--- config.mk ---
export PLATFORM = sky130hd
export DESIGN_NAME = mandel_job_scheduler
export DESIGN_NICKNAME = d
export VERILOG_FILES = /design/src/rtl/mandel_pkg.sv /design/src/rtl/rr_arbiter.sv /design/src/rtl/mandel_job_scheduler.sv
export SDC_FILE = /design/constraint.sdc
export NUM_CORES = 1
export LEC_CHECK = 0
export CAP_MARGIN = 20
export CORE_MARGIN = 4
export CORE_UTILIZATION = 30
export CTS_CLUSTER_SIZE = 40
export DETAILED_ROUTE_END_ITERATION = 16
export MAX_ROUTING_LAYER = met4
export PLACE_DENSITY_LB_ADDON = 0.25
export RECOVER_POWER = 100
export REMOVE_ABC_BUFFERS = 1
export SYNTH_ARGS = -nofsm -noshare
export SYNTH_HDL_FRONTEND = slang
export SYNTH_SLANG_ARGS = --single-unit
--- constraint.sdc ---
create_clock -name clk_in -period 4.25 [get_ports clk_in]
set_clock_uncertainty 0.2 [all_clocks]
set_input_delay 0.425 -clock clk_in [delete_from_list [all_inputs] [get_ports clk_in]]
set_output_delay 0.425 -clock clk_in [all_outputs]
set_load 0.005 [all_outputs]
--- src/rtl/mandel_pkg.sv ---
// Shared types and constants for the Mandelbrot job scheduler.
// Coordinates are two's complement Q4.28.
package mandel_pkg;

  localparam int unsigned COORD_W     = 32;
  localparam int unsigned COLOUR_W    = 9;
  localparam int unsigned Q_FRAC_BITS = 28;

  localparam logic [COORD_W-1:0] IM_MAX_DEF  = COORD_W'(1) << Q_FRAC_BITS;
  localparam logic [COORD_W-1:0] RE_MIN_DEF  = ~(IM_MAX_DEF << 1) + COORD_W'(1);
  localparam logic [COORD_W-1:0] RE_STEP_DEF = 32'h0180_0000;
  localparam logic [COORD_W-1:0] IM_STEP_DEF = 32'h0155_5555;

  typedef enum logic [1:0] {
    StIdle,
    StIssue,
    StDrain,
    StDone
  } sched_state_e;

endpackage

--- src/rtl/rr_arbiter.sv ---
// Round-robin arbiter: one-hot grant to the first requester at or after the priority pointer.
// The pointer moves just past the granted index when the grant is accepted.
module rr_arbiter #(
  parameter int unsigned N = 4
) (
  input  logic         clk_in,
  input  logic         reset,
  input  logic [N-1:0] req,
  input  logic         accept,
  output logic [N-1:0] grant
);

  localparam int unsigned PtrW = (N > 1) ? $clog2(N) : 1;

  logic [PtrW-1:0] ptr_q, ptr_d;
  logic [PtrW-1:0] idx, next_ptr;
  logic            found;

  function automatic logic [PtrW-1:0] wrap_idx(logic [PtrW-1:0] base, int unsigned off);
    int unsigned s;
    s = int'(base) + off;
    if (s >= N) s = s - N;
    return PtrW'(s);
  endfunction

  always_comb begin
    grant    = '0;
    found    = 1'b0;
    idx      = '0;
    next_ptr = ptr_q;
    for (int unsigned k = 0; k < N; k++) begin
      idx = wrap_idx(ptr_q, k);
      if (!found && req[idx]) begin
        found      = 1'b1;
        grant[idx] = 1'b1;
        next_ptr   = wrap_idx(idx, 1);
      end
    end
    ptr_d = accept ? next_ptr : ptr_q;
  end

  always_ff @(posedge clk_in) begin
    if (reset) begin
      ptr_q <= '0;
    end else begin
      ptr_q <= ptr_d;
    end
  end

endmodule

--- src/rtl/mandel_job_scheduler.sv ---
// Frame scheduler: walks every pixel, dispatches (re, im) jobs to free calculator cores
// and serialises their colour results onto a single framebuffer write port.
module mandel_job_scheduler
  import mandel_pkg::*;
#(
  parameter int unsigned         H_ACTIVE  = 32,
  parameter int unsigned         V_ACTIVE  = 24,
  parameter int unsigned         NUM_CORES = 4,
  parameter logic [COORD_W-1:0]  RE_MIN    = RE_MIN_DEF,
  parameter logic [COORD_W-1:0]  IM_MAX    = IM_MAX_DEF,
  parameter logic [COORD_W-1:0]  RE_STEP   = RE_STEP_DEF,
  parameter logic [COORD_W-1:0]  IM_STEP   = IM_STEP_DEF,
  localparam int unsigned        AddrW     = $clog2(H_ACTIVE * V_ACTIVE)
) (
  input  logic                            clk_in,
  input  logic                            reset,
  input  logic                            frame_start,
  input  logic [NUM_CORES-1:0]            core_ready,
  output logic [NUM_CORES-1:0]            core_start,
  output logic [COORD_W-1:0]              core_re,
  output logic [COORD_W-1:0]              core_im,
  input  logic [NUM_CORES-1:0]            core_done,
  input  logic [NUM_CORES*COLOUR_W-1:0]   core_colour,
  output logic                            fb_we,
  output logic [AddrW-1:0]                fb_addr,
  output logic [COLOUR_W-1:0]             fb_data,
  output logic                            busy,
  output logic                            frame_done
);

  localparam int unsigned NumPix = H_ACTIVE * V_ACTIVE;
  localparam int unsigned CntW   = $clog2(NumPix + 1);
  localparam int unsigned XW     = $clog2(H_ACTIVE);

  sched_state_e state_q, state_d;

  logic [XW-1:0]      x_q, x_d;
  logic [COORD_W-1:0] re_q, re_d, im_q, im_d;
  logic [AddrW-1:0]   disp_cnt_q, disp_cnt_d;
  logic [CntW-1:0]    wr_cnt_q, wr_cnt_d;

  logic [NUM_CORES-1:0]                in_flight_q, in_flight_d;
  logic [NUM_CORES-1:0]                pending_q, pending_d;
  logic [NUM_CORES-1:0][AddrW-1:0]     tag_q, tag_d;
  logic [NUM_CORES-1:0][COLOUR_W-1:0]  colour_q, colour_d;

  logic [NUM_CORES-1:0] core_start_q, core_start_d;
  logic [COORD_W-1:0]   core_re_q, core_re_d, core_im_q, core_im_d;
  logic                 fb_we_q, fb_we_d;
  logic [AddrW-1:0]     fb_addr_q, fb_addr_d;
  logic [COLOUR_W-1:0]  fb_data_q, fb_data_d;

  logic [NUM_CORES-1:0] disp_req, disp_gnt, wb_gnt;
  logic                 disp_accept, wb_accept;

  // A core is only eligible once its previous result has left through the write port.
  assign disp_req    = (state_q == StIssue) ? (core_ready & ~pending_q & ~in_flight_q) : '0;
  assign disp_accept = |disp_gnt;
  assign wb_accept   = |wb_gnt;

  rr_arbiter #(
    .N(NUM_CORES)
  ) u_disp_arb (
    .clk_in (clk_in),
    .reset  (reset),
    .req    (disp_req),
    .accept (disp_accept),
    .grant  (disp_gnt)
  );

  rr_arbiter #(
    .N(NUM_CORES)
  ) u_wb_arb (
    .clk_in (clk_in),
    .reset  (reset),
    .req    (pending_q),
    .accept (wb_accept),
    .grant  (wb_gnt)
  );

  always_comb begin
    state_d      = state_q;
    x_d          = x_q;
    re_d         = re_q;
    im_d         = im_q;
    disp_cnt_d   = disp_cnt_q;
    wr_cnt_d     = wr_cnt_q;
    in_flight_d  = in_flight_q;
    pending_d    = pending_q;
    tag_d        = tag_q;
    colour_d     = colour_q;
    core_start_d = '0;
    core_re_d    = core_re_q;
    core_im_d    = core_im_q;
    fb_we_d      = 1'b0;
    fb_addr_d    = fb_addr_q;
    fb_data_d    = fb_data_q;

    // Results from cores with no job in flight are stale and dropped.
    for (int unsigned i = 0; i < NUM_CORES; i++) begin
      if (core_done[i] && in_flight_q[i]) begin
        in_flight_d[i] = 1'b0;
        pending_d[i]   = 1'b1;
        colour_d[i]    = core_colour[i*COLOUR_W +: COLOUR_W];
      end
      if (disp_gnt[i]) begin
        in_flight_d[i] = 1'b1;
        tag_d[i]       = disp_cnt_q;
      end
      if (wb_gnt[i]) begin
        pending_d[i] = 1'b0;
        fb_addr_d    = tag_q[i];
        fb_data_d    = colour_q[i];
      end
    end

    if (wb_accept) begin
      fb_we_d  = 1'b1;
      wr_cnt_d = wr_cnt_q + 1'b1;
    end

    unique case (state_q)
      StIdle: begin
        if (frame_start) begin
          state_d    = StIssue;
          x_d        = '0;
          re_d       = RE_MIN;
          im_d       = IM_MAX;
          disp_cnt_d = '0;
          wr_cnt_d   = '0;
        end
      end
      StIssue: begin
        if (disp_accept) begin
          core_start_d = disp_gnt;
          core_re_d    = re_q;
          core_im_d    = im_q;
          disp_cnt_d   = disp_cnt_q + 1'b1;
          if (x_q == XW'(H_ACTIVE - 1)) begin
            x_d  = '0;
            re_d = RE_MIN;
            im_d = im_q - IM_STEP;
          end else begin
            x_d  = x_q + 1'b1;
            re_d = re_q + RE_STEP;
          end
          if (disp_cnt_q == AddrW'(NumPix - 1)) state_d = StDrain;
        end
      end
      StDrain: begin
        if (wr_cnt_q == CntW'(NumPix)) state_d = StDone;
      end
      StDone: begin
        state_d = StIdle;
      end
      default: state_d = StIdle;
    endcase
  end

  always_ff @(posedge clk_in) begin
    if (reset) begin
      state_q      <= StIdle;
      x_q          <= '0;
      re_q         <= RE_MIN;
      im_q         <= IM_MAX;
      disp_cnt_q   <= '0;
      wr_cnt_q     <= '0;
      in_flight_q  <= '0;
      pending_q    <= '0;
      tag_q        <= '0;
      colour_q     <= '0;
      core_start_q <= '0;
      core_re_q    <= '0;
      core_im_q    <= '0;
      fb_we_q      <= 1'b0;
      fb_addr_q    <= '0;
      fb_data_q    <= '0;
    end else begin
      state_q      <= state_d;
      x_q          <= x_d;
      re_q         <= re_d;
      im_q         <= im_d;
      disp_cnt_q   <= disp_cnt_d;
      wr_cnt_q     <= wr_cnt_d;
      in_flight_q  <= in_flight_d;
      pending_q    <= pending_d;
      tag_q        <= tag_d;
      colour_q     <= colour_d;
      core_start_q <= core_start_d;
      core_re_q    <= core_re_d;
      core_im_q    <= core_im_d;
      fb_we_q      <= fb_we_d;
      fb_addr_q    <= fb_addr_d;
      fb_data_q    <= fb_data_d;
    end
  end

  assign core_start = core_start_q;
  assign core_re    = core_re_q;
  assign core_im    = core_im_q;
  assign fb_we      = fb_we_q;
  assign fb_addr    = fb_addr_q;
  assign fb_data    = fb_data_q;
  assign busy       = (state_q != StIdle);
  assign frame_done = (state_q == StDone);

endmodule

==> results of run 1 <==
routing by layer:
metal / routed length, microns / part of all wire / track usage
met4: 482 / 0.018 / 0.0269
met1: 13000 / 0.48 / 0.191
met2: 12500 / 0.46 / 0.224
met5: 0 / 0 / -
met3: 1170 / 0.043 / 0.0203
cell usage after synthesis, drive strengths merged (10+ instances only):
cell / n
ha: 26
nor3: 22
nand2b: 10
or3: 17
and2: 10
mux4: 11
o21ai: 25
clkbuf: 53
mux2i: 66
inv: 22
a211oi: 42
a21oi: 147
buf: 52
xnor2: 10
o31ai: 19
or4: 18
nand2: 200
a41o: 10
nor2: 144
nand3: 17
o21a: 10
a31oi: 11
dfxtp: 221
report_power, final:
group / internal [mW] / switching, mW
Combinational: 1.61 / 2.72
Sequential: 2.47 / 0.331
Clock: 1.42 / 0.861
Total: 5.50 / 3.91
worst paths after layout:
kind                             end  slack (ps)  cells past startpoint
min          core_im[2]$_SDFFE_PP0P_         250                      2
max          fb_addr[3]$_SDFFE_PP0N_         330                      9
min reg2reg  core_im[2]$_SDFFE_PP0P_         250                      2
max reg2reg  fb_addr[3]$_SDFFE_PP0N_         330                      9
flip-flops by register name (all words and copies together) (netlist names), 10 cells and up:
signal / count
tag_q: 40
wr_cnt_q: 10
fb_addr: 10
colour_q: 36
core_im: 32
disp_cnt_q: 10
im_q: 32
kinds of logic after synthesis:
group,Yosys count,synth area share
compound gates,304,0.181
xor+xnor,15,0.0124
fa+ha+maj,26,0.0306
buf+inv,127,0.0599
flops,221,0.417
mux,77,0.0855
other cells,1,0.000353
simple gates,480,0.214
critical path, cell delays in order, from the launching register on:
cell and delay (ps):
dfxtp_1 530, inv_1 190, ha_1 400, mux4_2 640, a22oi_1 270, o211ai_1 160, or4_2 820, buf_6 290
nor2_1 130, a211oi_1 60
area by class of cell:
cell class,count,share of cell area
Antenna cell,1,0.000195
Clock buffer,32,0.0522
Clock inverter,12,0.0148
Inverter,22,0.00642
Multi-Input combinational cell,925,0.438
Sequential cell,221,0.344
Tap cell,455,0.0443
Timing Repair Buffer,135,0.100
==> impl_metrics.yaml, run 1 <==
timing:
  rsz0062_at_grt: "no"
  setup_viol: 0
  tightest_slew_ps: 2000
  hold_viol: 0
  slew_viol_final: 98
  relSlewSlack: -0.334
  worst_slack_ps: 328
  fmax_mhz: 255
  period_share: 0.923
  fin_worst_hold_slack_ps: 246
  period_minus_slack_ps: 3920
  tns_ps: 0
drt:
  drt_wl_total_microns: 27100
  drt-initial-drc-count: 547
  vias: 8952
  post_drt_via_cell_ratio: 4.97
  drt-wirelength-per-cell_microns: 15.0
  detail_route.first_pass.iterations: 5
  drc: 0
  ant_nets: 0
clock_tree:
  cts_tree: "built"
  clock_latency_ps: 520
  clockBufferDepth: 3
  cts-resized-gates: 0
  clkSinkCount: 221
  numCtsBuffers: 25
  root_buffer: "clkbuf_16"
  cts_setup_buffers: 0
  clk_pin_slew_ps: 60
  htree_levels: 1
  cts_hold_buf: 0
floorplanning:
  row_count: 68
  core-area_sq_um: 34700
  die_h_microns: 196
  io_pins: 137
  die_area_sq_um: 38500
  start_util: 0.306
  die_x_microns: 196
placed_design:
  routabilityCongestion: 0.886
  place_hpwl_microns: 18200
  portBuffers: 113
  dpl_cell_area_sq_um: 12000
  dp_cells: 1757
  place_ws_ps: 226
synthesis:
  yosys_most_used_dff: "dfxtp_1"
  synth_top_cell_by_area: "dfxtp_1"
  synth-edff-count: 0
  post_synth_num_cell_types: 70
  synth.area.top_cells: "dfxtp_1, nand2_1, a21oi_1"
  synth-seq-area-share: 0.417
  syn_inst: 1251
  netlist.area_leader.share: 0.417
  syn_area_sq_um: 10600
  async_reset_ff_frac: 0
  synth_area_per_cell_sq_um: 8.49
  yosysWarnings: 0
  ys_ff_latch: 221
finish:
  layout_commonest_cell: "dfxtp_1"
  fillers: 3606
  mostFrequentLayoutCells: "dfxtp_1, nand2_1, a21oi_1"
  multi_input_area_sq_um: 5630
  final_cells: 1803
  area_growth_syn_to_layout_pct: 21.1
  nets: 1403
  final_core_util: 0.370
  drive_above_1_share: 0.0646
  seqCellArea_sq_um: 4420
  final_area_sq_um: 12900
power:
  power_mw: 9.41
  vdd_drop_max_v: 0.000573
  power_density_nw_per_um2: 732
  p_leak_nw: 5.02
global_route:
  grt_pass1_vias: 8600
  grt_first_pass_wirelength_microns: 44500
  overflow: 0
  grt_usage: 0.140
  grt_max_degree: 98
  antenna_found_initial: 1
flow_run:
  cap_viol_max_count: 1
hold_path:
  holdCritPathClass: "reg2reg"
  min-delay-start: "core_im[2]$_SDFFE_PP0P_"
outcome:
  status: "finished, violations left"
  violations: "max-capacitance violations, max-slew violations"
worst_setup_path:
  end_kind: "flop"
  critPathLaunch: "u_wb_arb.ptr_q[0]$_SDFFE_PP0P_"
  crit_required_ps: 4350
  crit_fanout: 41
  criticalPathCategory: "reg2reg"
  worstReg2RegStart: "u_wb_arb.ptr_q[0]$_SDFFE_PP0P_"
  cp.arrival_ps: 4020
  cp-start-kind: "flop"
Power figures use the tool's default switching activity.
==> run 2: changes to the inputs <==
--- a/config.mk
+++ b/config.mk
@@ -10,6 +10,7 @@
 export CORE_UTILIZATION = 30
 export CTS_CLUSTER_SIZE = 40
 export DETAILED_ROUTE_END_ITERATION = 16
+export DONT_BUFFER_PORTS = 1
 export MAX_ROUTING_LAYER = met4
 export PLACE_DENSITY_LB_ADDON = 0.25
 export RECOVER_POWER = 100
==> constraint.sdc (replaced) <==
create_clock -name clk_in -period 4.25 [get_ports clk_in]
set_clock_uncertainty 0.2 [all_clocks]
set_input_delay 0.6375 -clock clk_in [delete_from_list [all_inputs] [get_ports clk_in]]
set_output_delay 0.6375 -clock clk_in [all_outputs]
set_load 0.005 [all_outputs]
==> run 2 against run 1 <==
  * The flow now finishes without violations
  * Wire length grew 1.3%
  * Sequential power grew 3%
  * Die area is the same
  * Highest routed layer unchanged
==> impl_metrics.yaml, run 2 (same netlist as run 1, synthesis figures left out) <==
outcome:
  status: "finished clean"
finish:
  drive_above_1_share: 0.0741
  layout_commonest_cell: "dfxtp_1"
  largest_reg_flops: 40
  top_regs: "tag_q x40, colour_q x36"
  area_growth_syn_to_layout_pct: 11.5
  antennaDiodeCount: 0
  top_register: "tag_q"
  mostFrequentLayoutCells: "dfxtp_1, nand2_1, a21oi_1"
  nets: 1296
power:
  internal-power_mw: 5.34
  swShare: 0.422
  power_mw: 9.24
  p_comb_frac: 0.427
  p_clk_frac: 0.261
  p_switching_mw: 3.90
  p_leak_nw: 4.46
  power_density_nw_per_um2: 781
  vdd_drop_max_v: 0.000598
  p_seq_frac: 0.312
clock_tree:
  clkSinkCount: 221
  htree_levels: 1
  clk_pin_slew_ps: 60
  cts_setup_buffers: 0
  numCtsBuffers: 27
  clock_latency_ps: 530
  clockBufferDepth: 3
  cts_tree: "built"
  root_buffer: "clkbuf_16"
timing:
  tightest_slew_ps: 1080
  setup_viol: 0
  hold_viol: 0
  fmax_mhz: 253
  period_minus_slack_ps: 3950
  tns_ps: 0
  period_share: 0.929
  rsz0062_at_grt: "no"
  slew_viol_final: 0
  relSlewSlack: 0.275
global_route:
  top_usage_layer: "met2"
  gr-usage-met2: 0.223
  grt_usage: 0.141
  grt_util_met1: 0.188
  grt_first_pass_wirelength_microns: 44200
  overflow: 0
  antenna_found_initial: 0
  grt_max_degree: 165
  grt_use_met3: 0.0294
  grt_pass1_vias: 8117
drt:
  drc: 0
  drt-wirelength-per-cell_microns: 16.2
  drt_wl_total_microns: 27500
  post_drt_via_cell_ratio: 5.05
  drt-initial-drc-count: 419
  vias: 8568
  ant_nets: 0
  detail_route.first_pass.iterations: 5
floorplanning:
  start_util: 0.306
  row_count: 68
  die_x_microns: 196
  die_area_sq_um: 38500
  io_pins: 137
  core-area_sq_um: 34700
  die_h_microns: 196
worst_setup_path:
  reg2reg_to: "im_q[1]$_SDFFE_PP0P_"
  r2r_cells: 11
  ff2ff_setup_slack_ps: 300
  end_kind: "flop"
  crit_required_ps: 4440
  worstReg2RegStart: "state_q[1]$_SDFFE_PP0P_"
  cp.arrival_ps: 4140
  criticalPathCategory: "reg2reg"
  crit_fanout: 33
  cp-start-kind: "flop"
hold_path:
  hold_depth: 2
  min-delay-start: "core_colour[27]"
  min_delay_worst_endpoint: "colour_q[27]$_SDFFE_PP0P_"
  holdCritPathClass: "in2reg"
placed_design:
  routabilityCongestion: 0.840
  place_hpwl_microns: 18300
  portBuffers: 0
flow_run:
  cap_viol_max_count: 0
==> run 2: cell types whose count changed in the layout (fill, tap and decap cells not counted), moves of 3 or more <==
cell / delta
and2_0: +4
clkinv_2: +3
and2_1: -4
dlygate4sd3_1: -66
clkdlybuf4s50_1: -45
buf_4: +3
==> run 2: worst max-delay path, cell delays in order, from the launching register on <==
cell and delay (ps):
dfxtp_1 370, inv_1 80, ha_1 310, and4bb_1 300
mux4_2 540, a21oi_1 180, a21oi_1 150, or3_1 510
nor3_1 320, clkbuf_2 600, or4_1 210, a21oi_1 60
==> run 2: metrics by stage <==
step / cell area, sq um / util / worst slack (ps) / instances / hold WS [ps]
after floorplan: 10100 / - / -1060 / 1168 / 230
after global placement: 10900 / 0.315 / 328 / 1647 / 244
after detailed placement: 11000 / 0.316 / 208 / 1648 / 248
after CTS: 11900 / 0.343 / 220 / 1696 / 1.31
after global routing: 11800 / 0.341 / 20.1 / 1697 / 12.4
final: 11800 / 0.341 / 303 / 1697 / 39.1
==> run 2: final cells by class <==
class	instances	area, sq um
Sequential cell	221	4420
Clock inverter	15	208
Tap cell	455	569
Fill cell	3680	22900
Inverter	22	82.6
Multi-Input combinational cell	925	5620
Timing Repair Buffer	26	208
Clock buffer	33	728
==> run 2: routing by layer <==
layer  wire, microns  vias to the layer above  part of all wire
li1                -                     4323                 -
met1           13000                     4024              0.47
met2           12500                      183              0.45
met3            1490                       38             0.054
met4             554                        0             0.020
met5               0                        -                 0
==> run 2: power groups by stage <==
stage	clock (mW)	combinational [mW]	sequential, mW
final	2.42	3.95	2.88
after detailed placement	0	4.19	2.94
after CTS	2.49	4.20	2.90
after floorplan	0	2.81	2.79
after global placement	0	4.08	2.94
after global routing	2.58	4.44	2.95
==> run 2: timing repair <==
| item | 4_1_cts | 5_1_grt |
|---|---|---|
| endpoints found under the hold margin | 0 | 8 |
| hold buffers | 0 | 1 |
| endpoints found under the setup margin | 0 | 8 |
| gates resized for setup | 0 | 1 |
==> run 2: worst max-delay path by stage <==
stage / from / end / cells after the start
after floorplan: u_wb_arb.ptr_q[0]$_SDFFE_PP0P_ / wr_cnt_q[9]$_SDFF_PP0_ / 10
after global placement: u_wb_arb.ptr_q[0]$_SDFFE_PP0P_ / fb_data[3]$_SDFFE_PP0N_ / 11
after detailed placement: u_wb_arb.ptr_q[0]$_SDFFE_PP0P_ / fb_data[3]$_SDFFE_PP0N_ / 11
after CTS: u_wb_arb.ptr_q[0]$_SDFFE_PP0P_ / fb_data[3]$_SDFFE_PP0N_ / 11
after global routing: state_q[1]$_SDFFE_PP0P_ / core_im[10]$_SDFFE_PP0P_ / 11
final: state_q[1]$_SDFFE_PP0P_ / im_q[1]$_SDFFE_PP0P_ / 11
==> run 3: changes to the inputs <==
--- a/config.mk
+++ b/config.mk
@@ -6,6 +6,8 @@
 export NUM_CORES = 1
 export LEC_CHECK = 0
 export CAP_MARGIN = 20
+export CELL_PAD_IN_SITES_DETAIL_PLACEMENT = 1
+export CELL_PAD_IN_SITES_GLOBAL_PLACEMENT = 1
 export CORE_MARGIN = 4
 export CORE_UTILIZATION = 30
 export CTS_CLUSTER_SIZE = 40
==> run 3 against run 2 <==
  * Non-clock buffer count rose by 1
  * Worst setup slack better by 55 ps
  * Flip-flop and latch count unchanged
  * Final cell count about the same
  * Core utilization down 0.076 points
  * Power fell by 0.39%
  * Cell area fell by 0.22%
  * Die area unchanged
==> impl_metrics.yaml, run 3 (same netlist as run 1, synthesis figures left out) <==
finish:
  fillers: 4117
  final_cells: 1698
  drive_above_1_share: 0.0724
  antennaDiodeCount: 0
  nets: 1297
  mostFrequentLayoutCells: "dfxtp_1, nand2_1, a21oi_1"
  area_growth_syn_to_layout_pct: 11.2
  largest_reg_flops: 40
  top_register: "tag_q"
  layout_commonest_cell: "dfxtp_1"
  top_regs: "tag_q x40, colour_q x36"
  final_area_sq_um: 11800
global_route:
  grt_first_pass_wirelength_microns: 47800
  antenna_found_initial: 0
  grt_usage: 0.153
  overflow: 0
  grt_pass1_vias: 8735
  grt_max_degree: 152
drt:
  drc: 0
  detail_route.first_pass.iterations: 4
  post_drt_via_cell_ratio: 5.15
  drt-wirelength-per-cell_microns: 17.5
  drt_wl_total_microns: 29700
  ant_nets: 0
  vias: 8748
  drt-initial-drc-count: 300
timing:
  rsz0062_at_grt: "no"
  tightest_slew_ps: 1090
  setup_viol: 0
  slew_viol_final: 0
  period_minus_slack_ps: 3890
  relSlewSlack: 0.273
  fmax_mhz: 257
  period_share: 0.916
  tns_ps: 0
  hold_viol: 0
  fin_worst_hold_slack_ps: 32.0
worst_setup_path:
  criticalPathCategory: "reg2reg"
  end_kind: "flop"
  r2r_cells: 10
  crit_fanout: 10
  crit_required_ps: 4500
  critPathMaxStageDelay_ps: 620
  cp-start-kind: "flop"
  cp.arrival_ps: 4140
  crit_slowest_cell: "mux4_2"
  crit_chain: "inv_1 > ha_1 > nand4bb_1 > mux4_2 > and4_1 > a21boi_4 > nor3_1 > nand2_1 > a21o_1 > a211oi_1"
floorplanning:
  start_util: 0.306
  die_x_microns: 196
  io_pins: 137
  row_count: 68
  die_area_sq_um: 38500
  core-area_sq_um: 34700
  die_h_microns: 196
clock_tree:
  htree_levels: 1
  clkSinkCount: 221
  clock_latency_ps: 540
  clockBufferDepth: 3
  cts_tree: "built"
  numCtsBuffers: 27
  root_buffer: "clkbuf_16"
  clk_pin_slew_ps: 60
placed_design:
  portBuffers: 0
  dpl_cell_area_sq_um: 10900
  routabilityCongestion: 0.819
  dp_cells: 1647
  place_hpwl_microns: 19800
power:
  p_leak_nw: 4.44
  power_density_nw_per_um2: 780
  power_mw: 9.21
  vdd_drop_max_v: 0.000409
outcome:
  status: "finished clean"
hold_path:
  hold_depth: 2
  holdCritPathClass: "in2reg"
flow_run:
  cap_viol_max_count: 0
-- run 3: power by group --
group | leakage, nW | internal, mW | switching, mW | total [mW]
logic | 2.20 | 1.31 | 2.64 | 3.95
clock network | 0.450 | 1.46 | 0.912 | 2.37
registers | 1.79 | 2.47 | 0.407 | 2.88
-- run 3: final timing paths --
check	start	to	slack, ps
setup / recovery	state_q[1]$_SDFFE_PP0P_	re_q[24]$_SDFFE_PP0P_	360
setup reg to reg	state_q[1]$_SDFFE_PP0P_	re_q[24]$_SDFFE_PP0P_	360
hold reg to reg	colour_q[3]$_SDFFE_PP0P_	colour_q[3]$_SDFFE_PP0P_	250
hold / removal	core_colour[2]	colour_q[2]$_SDFFE_PP0P_	30
-- run 3: final cells by class --
type	instances	area [sq um]	share of cell area
clock buffer	37	783	0.0663
clock inverter	11	141	0.0120
inverter	22	82.6	0.00699
multi-input combinational	925	5610	0.475
sequential	221	4420	0.375
tap	455	569	0.0482
timing repair buffer	27	198	0.0167
-- run 3: routing by layer --
| metal | wire length [microns] | global-route usage | part of all wire |
|---|---|---|---|
| met5 | 0 | - | 0 |
| met4 | 520 | 0.0310 | 0.018 |
| met3 | 1610 | 0.0352 | 0.054 |
| met2 | 14000 | 0.253 | 0.47 |
| met1 | 13600 | 0.192 | 0.46 |
-- run 3: worst max-delay path: cells and delay by family (launching register included) --
| family | cells | cell delay [ps] |
|---|---|---|
| and+or+nand+nor | 4 | 1400 |
| AOI/OAI and AO/OA | 3 | 730 |
| muxes | 1 | 620 |
| adders and majority gates | 1 | 380 |
| DFF | 1 | 340 |
| buffers and inverters | 1 | 100 |
-- run 3: through the flow --
stage | setup WS, ps | utilization
after detailed placement | 299 | 0.315
after floorplan | -1060 | -
final | 357 | 0.340
after global routing | 14.7 | 0.340
after global placement | 454 | 0.315
after CTS | 235 | 0.342
-- run 3: timing repair --
action	CTS	global route
gates resized for setup	0	1
hold buffers	3	0
setup buffers	0	0
setup endpoints to repair	0	6
hold endpoints to repair	8	0
